## src/rtl/exp_2_block_16.sv

```systemverilog
// Softmax exp stage: computes 2^(x*log2(e)) for non-positive Q5.10 inputs as unsigned Q0.16
// through a 3-stage pipeline, with a frame controller counting number_of_data words per frame.
module exp_2_block_16 #(
  parameter int data_size      = 16,
  parameter int number_of_data = 10
) (
  input  logic                 clock_i,
  input  logic                 reset_n_i,
  input  logic [data_size-1:0] exp_2_data_i,
  input  logic                 exp_2_data_valid_i,
  output logic [data_size-1:0] exp_2_data_o,
  output logic                 exp_2_data_valid_o,
  output logic [7:0]           exp_2_count_o,
  output logic                 exp_2_done_o
);

  localparam logic [7:0]  N         = 8'(number_of_data);
  localparam logic [31:0] LOG2E_Q15 = 32'd47274;

  typedef enum logic [1:0] {IDLE, RUN, DRAIN, DONE} state_e;

  // round(65536 * 2^(-n/16)); entries 0 and 16 bracket one octave.
  function automatic logic [16:0] exp2_lut(input logic [4:0] n);
    case (n)
      5'd0:    exp2_lut = 17'd65536;
      5'd1:    exp2_lut = 17'd62757;
      5'd2:    exp2_lut = 17'd60097;
      5'd3:    exp2_lut = 17'd57549;
      5'd4:    exp2_lut = 17'd55109;
      5'd5:    exp2_lut = 17'd52773;
      5'd6:    exp2_lut = 17'd50535;
      5'd7:    exp2_lut = 17'd48393;
      5'd8:    exp2_lut = 17'd46341;
      5'd9:    exp2_lut = 17'd44376;
      5'd10:   exp2_lut = 17'd42495;
      5'd11:   exp2_lut = 17'd40693;
      5'd12:   exp2_lut = 17'd38968;
      5'd13:   exp2_lut = 17'd37316;
      5'd14:   exp2_lut = 17'd35734;
      5'd15:   exp2_lut = 17'd34219;
      default: exp2_lut = 17'd32768;
    endcase
  endfunction

  state_e                 state_q, state_d;
  logic [7:0]             acc_cnt_q, acc_cnt_d;
  logic [7:0]             out_cnt_q, out_cnt_d;
  logic                   s1_valid_q, s2_valid_q, valid_o_q;
  logic [21:0]            s1_k_q, s1_k_d, s2_k_q;
  logic [9:0]             s1_f_q, s1_f_d;
  logic [16:0]            s2_r_q, s2_r_d;
  logic [data_size-1:0]   data_o_q, data_o_d;
  logic                   accept;

  assign accept = exp_2_data_valid_i && (state_q == IDLE || state_q == RUN) && (acc_cnt_q < N);

  // Stage 1: clamp positives to zero, convert to a base-2 exponent split into k.f
  logic [data_size-1:0] neg_x;
  logic [15:0]          m;
  logic [31:0]          t;
  always_comb begin
    neg_x  = -exp_2_data_i;
    m      = exp_2_data_i[data_size-1] ? neg_x[15:0] : 16'd0;
    t      = ({16'd0, m} * LOG2E_Q15) >> 15;
    s1_k_d = t[31:10];
    s1_f_d = t[9:0];
  end

  // Stage 2: linear interpolation between adjacent LUT entries
  logic [16:0] lut_lo, lut_hi, lut_diff;
  logic [22:0] interp;
  always_comb begin
    lut_lo   = exp2_lut({1'b0, s1_f_q[9:6]});
    lut_hi   = exp2_lut({1'b0, s1_f_q[9:6]} + 5'd1);
    lut_diff = lut_lo - lut_hi;
    interp   = {6'd0, lut_diff} * {17'd0, s1_f_q[5:0]};
    s2_r_d   = lut_lo - 17'(interp >> 6);
  end

  // Stage 3: apply the integer shift and saturate 1.0 to the largest Q0.16 code
  logic [16:0] y;
  always_comb begin
    y        = (s2_k_q >= 22'd17) ? 17'd0 : (s2_r_q >> s2_k_q[4:0]);
    data_o_d = '0;
    if (s2_valid_q) data_o_d = data_size'(y[16] ? 16'hFFFF : y[15:0]);
  end

  // NOTE: every variable written here gets a default first so no latch is inferred.
  always_comb begin
    state_d   = state_q;
    acc_cnt_d = acc_cnt_q;
    out_cnt_d = out_cnt_q;
    if (s2_valid_q && out_cnt_q < N) out_cnt_d = out_cnt_q + 8'd1;
    unique case (state_q)
      IDLE: if (accept) begin
        acc_cnt_d = 8'd1;
        state_d   = (N == 8'd1) ? DRAIN : RUN;
      end
      RUN: if (accept) begin
        acc_cnt_d = acc_cnt_q + 8'd1;
        if (acc_cnt_q + 8'd1 == N) state_d = DRAIN;
      end
      DRAIN: if (valid_o_q && out_cnt_q == N) state_d = DONE;
      DONE: begin
        acc_cnt_d = '0;
        out_cnt_d = '0;
        state_d   = IDLE;
      end
      default: state_d = IDLE;
    endcase
  end

  // NOTE: the datapath registers are reset along with the valids so a mid-frame reset
  // leaves nothing stale and the output word reads 0 straight away.
  always_ff @(posedge clock_i or negedge reset_n_i) begin
    if (!reset_n_i) begin
      state_q    <= IDLE;
      acc_cnt_q  <= '0;
      out_cnt_q  <= '0;
      s1_valid_q <= 1'b0;
      s2_valid_q <= 1'b0;
      valid_o_q  <= 1'b0;
      s1_k_q     <= '0;
      s1_f_q     <= '0;
      s2_k_q     <= '0;
      s2_r_q     <= '0;
      data_o_q   <= '0;
    end else begin
      // NOTE: non-blocking assignments so every stage samples the previous stage's old value.
      state_q    <= state_d;
      acc_cnt_q  <= acc_cnt_d;
      out_cnt_q  <= out_cnt_d;
      s1_valid_q <= accept;
      s2_valid_q <= s1_valid_q;
      valid_o_q  <= s2_valid_q;
      s1_k_q     <= s1_k_d;
      s1_f_q     <= s1_f_d;
      s2_k_q     <= s1_k_q;
      s2_r_q     <= s2_r_d;
      data_o_q   <= data_o_d;
    end
  end

  assign exp_2_data_o       = data_o_q;
  assign exp_2_data_valid_o = valid_o_q;
  assign exp_2_count_o      = out_cnt_q;
  assign exp_2_done_o       = (state_q == DONE);

endmodule
```

## config.mk

```make
export PLATFORM = sky130hd
export DESIGN_NAME = exp_2_block_16
export DESIGN_NICKNAME = d
export VERILOG_FILES = /design/src/rtl/exp_2_block_16.sv
export SDC_FILE = /design/constraint.sdc
export NUM_CORES = 1
export LEC_CHECK = 0
export CORE_MARGIN = 2
export CORE_UTILIZATION = 35
export DETAILED_ROUTE_END_ITERATION = 10
export SLEW_MARGIN = 20
export SYNTH_ARGS = -nofsm -noshare
export SYNTH_HDL_FRONTEND = slang
export SYNTH_SLANG_ARGS = --single-unit
```

## constraint.sdc

```tcl
create_clock -name clock_i -period 11.33 [get_ports clock_i]
set_input_delay 2.266 -clock clock_i [delete_from_list [all_inputs] [get_ports clock_i]]
set_output_delay 2.266 -clock clock_i [all_outputs]
set_load 0.005 [all_outputs]
```

Word level (Yosys, flattened, before mapping)
Memories as Yosys holds them, arrays and structs flattened.
Index checks and enable logic that the tools add are counted.
{"block": "word_totals", "rom_bits": 544, "mem_count": 2, "inputBits": 19, "wordCells": 59, "reg_bits": 78}
{"block": "classes", "order_cmp": 3, "multipliers": 2, "add_sub_neg": 6, "mux": 15, "reduce_logical": 10, "shifts": 1, "n_eq_ne": 9}
{"memory": "(name not given)", "words": 16, "width": 17, "read_ports": 1, "rd_clocked_by_memory_dff": 0, "wr": 0, "line": "24", "source": "case (n)"}
{"memory": "(name not given)", "words": 16, "width": 17, "read_ports": 1, "rd_clocked_by_memory_dff": 0, "wr": 0, "line": "24"}
{"operator": "16-bit two-way mux", "count": 3}
{"operator": "17-bit two-way mux", "count": 2}
{"operator": "17-bit subtractor", "count": 2}
{"operator": "8-bit two-way mux", "count": 4}
{"operator": "16-bit by 15-bit multiplier with 31-bit output (second input constant)", "count": 1}
{"operator": "8-bit case mux with 3 select lines", "count": 1}
{"operator": "17-bit by 6-bit multiplier with 23-bit output", "count": 1}
{"operator": "17-bit by 5-bit >> shifter with 17-bit output", "count": 1}
{"operator": "8-bit by 1-bit adder with 8-bit output (second input constant)", "count": 2}
{"operator": "8-bit by 4-bit equality test with 1-bit output (second input constant)", "count": 2}
{"operator": "8-bit by 4-bit less-than comparator with 1-bit output (second input constant)", "count": 2}
{"operator": "16-bit negation", "count": 1}
{"operator": "2-bit two-way mux", "count": 4}
{"operator": "2-bit case mux with 4 select lines", "count": 1}
{"operator": "7-bit by 5-bit >= comparator with 1-bit output (second input constant)", "count": 1}
{"operator": "2-bit != test (second input constant)", "count": 3}
{"operator": "4-bit by 1-bit adder with 5-bit output (second input constant)", "count": 1}
{"operator": "2-bit equality test (second input constant)", "count": 2}
{"operator": "1-bit logical AND", "count": 4}
{"operator": "4-bit AND reduction", "count": 1}
{"operator": "3-bit AND reduction", "count": 1}
{"operator": "3-bit nonzero test", "count": 1}
{"operator": "2-bit by 1-bit equality test with 1-bit output (second input constant)", "count": 1}
{"operator": "2-bit zero test", "count": 1}
{"operator": "other kinds (3)", "count": 3}

Logic depth before layout (Yosys ltp)
{"block": "depth", "word_depth": 6, "mapped_depth": 39, "mapped_depth_nobuf": 37}

Worst setup path before layout
OpenSTA, ideal clock, no wires.
{"block": "synth_timing", "path_type": "input port to flip-flop", "startpoint": "input exp_2_data_i[3]", "endpoint": "register s1_k_q[6]", "t_arrival_ps": 8570, "path_stages": 24, "path_buffers": 0, "path_slack_ps": 2630, "t_required_ps": 11200, "path_cell_list": "or4_4 or3_4 or3_4 or3_4 nor3_2 xnor2_1 and2_1 ha_1 ha_1 fa_1 inv_1 fa_1 inv_1 fa_1 fa_1 ha_1 a21oi_1 o211ai_1 a211oi_1 o21ai_0 a21oi_1 o21ai_0 o31ai_1 xnor2_1"}
{"block": "synth_via", "elab_chain_len": 3}
{"item": "start, declared", "line": "9", "source": "input logic [data_size-1:0] exp_2_data_i,"}
{"item": "16-bit negation", "line": "62", "source": "neg_x = -exp_2_data_i;"}
{"item": "16-bit two-way mux", "line": "63", "source": "m = exp_2_data_i[data_size-1] ? neg_x[15:0] : 16'd0;"}
{"item": "16-bit by 15-bit multiplier with 31-bit output", "line": "64", "source": "t = ({16'd0, m} * LOG2E_Q15) >> 15;"}
{"item": "named net s1_k_d[6]", "line": "49", "source": "logic [21:0] s1_k_q, s1_k_d, s2_k_q;"}
{"item": "end signal, assigned", "line": "136", "source": "s1_k_q <= s1_k_d;"}
{"item": "end, declared", "line": "49"}
The timed path passes the listed nets, and every way through them passes these cells.
A chain may end at the register's enable or synchronous reset.

Worst setup path after layout
{"block": "layout_timing", "startpoint": "register s1_f_q[6]", "endpoint": "register s2_r_q[15]"}
{"block": "layout_via", "elab_chain_len": 6}
{"item": "start, declared", "line": "50", "source": "logic [9:0] s1_f_q, s1_f_d;"}
{"item": "start signal, assigned", "line": "124", "source": "s1_f_q <= '0;"}
{"item": "start signal, assigned", "line": "137", "source": "s1_f_q <= s1_f_d;"}
{"item": "4-bit by 1-bit adder with 5-bit output", "line": "74", "source": "lut_hi = exp2_lut({1'b0, s1_f_q[9:6]} + 5'd1);"}
{"item": "memory read 16 x 17 bit"}
{"item": "17-bit two-way mux", "line": "24"}
{"item": "17-bit subtractor", "line": "75", "source": "lut_diff = lut_lo - lut_hi;"}
{"item": "17-bit by 6-bit multiplier with 23-bit output", "line": "76", "source": "interp = {6'd0, lut_diff} * {17'd0, s1_f_q[5:0]};"}
{"item": "17-bit subtractor (*)", "line": "77", "source": "s2_r_d = lut_lo - 17'(interp >> 6);"}
{"item": "named net s2_r_d[15]", "line": "51", "source": "logic [16:0] s2_r_q, s2_r_d;"}
{"item": "end signal, assigned", "line": "139", "source": "s2_r_q <= s2_r_d;"}
{"item": "end, declared", "line": "51"}
The timed path passes the listed nets; every way through them passes the cells marked *.

==> results.sh <==
export IMPL_n_fill_cell=3581
export IMPL_drive_gt1_share_pct=3.16
export IMPL_antenna_found_initial=0
export IMPL_drc=0
export IMPL_cts_setup_buffers=0
export IMPL_syn_nets=1794
export IMPL_ys_seq_area_share_pct=15.3
export IMPL_async_flop_share_pct=100
export IMPL_wl_per_cell_um=15.1
export IMPL_core_area_um2=35700
export IMPL_slew_viol_final=0
export IMPL_vias=9742
export IMPL_cts_tree="yes"
export IMPL_critical_path_max_stage_delay_ps=890
export IMPL_dp_cells=1900
export IMPL_grt_pass1_wl_um=49300
export IMPL_fmax_mhz=97.8
export IMPL_rsz0062_at_grt="false"
export IMPL_slew_headroom_pct=46.2
export IMPL_clock_skew_ps=7.04
export IMPL_syn_inst=1428
export IMPL_clockBufferDepth=2
export IMPL_rows=69
export IMPL_dp_hpwl_um=24200
export IMPL_fin_tns_setup_ps=0
export IMPL_ys_flop_type="dfrtp_1"
export IMPL_cts_root_buffer="clkbuf_16"
export IMPL_cp_required_ps=11590
export IMPL_fin_hold_ws_ps=347
export IMPL_dieArea_um2=38000
export IMPL_firstDrtPassIters=6
export IMPL_grtUsageTotal_pct=15.8
export IMPL_nets=1816
export IMPL_initial_core_util_pct=35.7
export IMPL_routed_wl_um=29000
export IMPL_synthDistinctLibCells=61
export IMPL_ctsHoldBuffers=0
export IMPL_cts_resized=0
export IMPL_die_height_um=195
export IMPL_dieWidth_um=195
export IMPL_worstSetupStartpointType="flip-flop"
export IMPL_period_minus_slack_ps=10220
export IMPL_path_common_cell="ha_1"
export IMPL_setup_viol=0
export IMPL_dr_first_iter_drc_count=614
export IMPL_post_route_period_util_pct=90.2
export IMPL_cpMaxStageDelayCell="ha_1"
export IMPL_status="finished clean"
export IMPL_endpoint_kind="flip-flop"
export IMPL_final_core_util_pct=39.1
export IMPL_overflow=0
export IMPL_ant_nets=0
export IMPL_viasPerCell=5.08
export IMPL_synth_edf_count=0
export IMPL_synth_area_per_cell_um2=8.94
export IMPL_fin_cells=1916
export IMPL_cts_made_buffers=9
export IMPL_clock_latency_ps=340
export IMPL_ios=45
export IMPL_grt_max_degree=79
export IMPL_crit_type="reg -> reg"
export IMPL_io_buffers=44
export IMPL_netlist_area_um2=12800
export IMPL_place_gp_congestion=0.930
export IMPL_cp_max_fo=24
export IMPL_worst_slew_pin_slew_ps=807
export IMPL_numClockSinks=78
export IMPL_grt_pass1_vias=9901
export IMPL_ys_warnings_count=0
export IMPL_synth_seq_cells=78
export IMPL_clk_pin_slew_worst_paths_ps=60
export IMPL_max_cap_viol_count=0
export IMPL_syn2layout_area_growth_pct=9.56
export IMPL_hold_viol=0
export IMPL_antenna_cells=0
export IMPL_h_tree_depth=3
export IMPL_hold_class="reg -> reg"
export IMPL_arrival_ps=10480
[logic make-up (layout without fill, tap and decap cells)]
| group | Yosys count | count (layout) | share of synthesized area (%) |
|---|---|---|---|
| and+or+nand+nor | 373 | 373 | 14.7 |
| DFF | 78 | 78 | 15.3 |
| muxes | 33 | 33 | 2.82 |
| buffers and inverters | 262 | 289 | 7.70 |
| xor gates and xnor gates | 77 | 77 | 5.28 |
| adders and majority gates | 347 | 347 | 41.7 |
| AOI/OAI and AO/OA | 258 | 258 | 12.6 |
[sequential cells by signal (all words and copies together) (netlist names)]
register / flops
state_q: 2
exp_2_data_valid_o: 1
acc_cnt_q: 8
s1_f_q: 10
s2_valid_q: 1
s2_k_q: 7
s1_valid_q: 1
s1_k_q: 7
exp_2_data_o: 16
exp_2_count_o: 8
s2_r_q: 17
[path summary, 6_finish.rpt]
kind                            from               end  slack (ps)  cells past startpoint
min in group asynchronous  reset_n_i  exp_2_count_o[4]        1930                      1
setup / recovery           s1_f_q[6]        s2_r_q[15]        1110                     34
hold / removal             s1_k_q[3]         s2_k_q[3]         350                      0
setup reg to reg           s1_f_q[6]        s2_r_q[15]        1110                     34
hold reg to reg            s1_k_q[3]         s2_k_q[3]         350                      0
max in group asynchronous  reset_n_i  exp_2_data_o[13]        8900                      1
[layer usage]
metal	track usage, %	part of all wire [%]	up-vias
li1	-	-	4805
met1	20.7	45	4714
met2	27.4	49	179
met3	1.90	3.3	44
met4	4.38	2.6	0
met5	0	0	-
[cell usage in the layout (no fill, tap or decap), types with 15 or more instances in the layout]
master / netlist / layout
dfrtp_1: 78 / 78
ha_1: 216 / 216
o21ai_0: 60 / 60
fa_1: 131 / 131
nor2b_1: 20 / 20
a21oi_1: 84 / 84
xnor2_1: 55 / 55
nand2_1: 67 / 67
nor3_1: 21 / 21
mux2i_1: 18 / 18
clkdlybuf4s50_1: 0 / 43
nor2_1: 107 / 107
nand2b_1: 15 / 15
nand3_1: 25 / 25
a21o_1: 22 / 22
inv_1: 225 / 225
and2_1: 70 / 70
xor2_1: 22 / 22
[cell type report]
| cell class | count | area (µm²) | share of cell area [%] |
|---|---|---|---|
| Multi-Input combinational cell | 1088 | 9840 | 70.3 |
| Sequential cell | 78 | 1950 | 13.9 |
| Inverter | 226 | 848 | 6.06 |
| Tap cell | 461 | 577 | 4.12 |
| Timing Repair Buffer | 47 | 464 | 3.32 |
| Clock buffer | 10 | 229 | 1.64 |
| Clock inverter | 6 | 86.3 | 0.617 |
[worst max-delay path: cells and delay by family (launching register included)]
kind | cells | cell delay [ps]
buffers and inverters | 3 | 490
flip-flops | 1 | 720
AO/OA/AOI/OAI | 13 | 2860
XOR/XNOR | 3 | 750
AND/OR/NAND/NOR | 6 | 1050
adder cells (fa/ha/maj) | 8 | 3890
multiplexers | 1 | 400
[cells in the mapped netlist, types with 25 or more instances]
master    instances  area, µm²
nand3_1          25        125
o21ai_0          60        300
ha_1            216       2700
nor2_1          107        402
inv_1           225        845
dfrtp_1          78       1950
xnor2_1          55        482
nand2_1          67        251
a21oi_1          84        420
clkbuf_1         31        116
fa_1            131       2620
and2_1           70        438
[per-stage QoR]
stage,cell area [µm²],setup slack [ps]
CTS,14000,1140
detailed placement,13700,1190
finish,14000,1110
global placement,13700,1350
floorplan,12800,2630
global route,14000,376
Power is not shown: default switching activity piles up to over one toggle a cycle in this logic, so the estimate is an artifact.
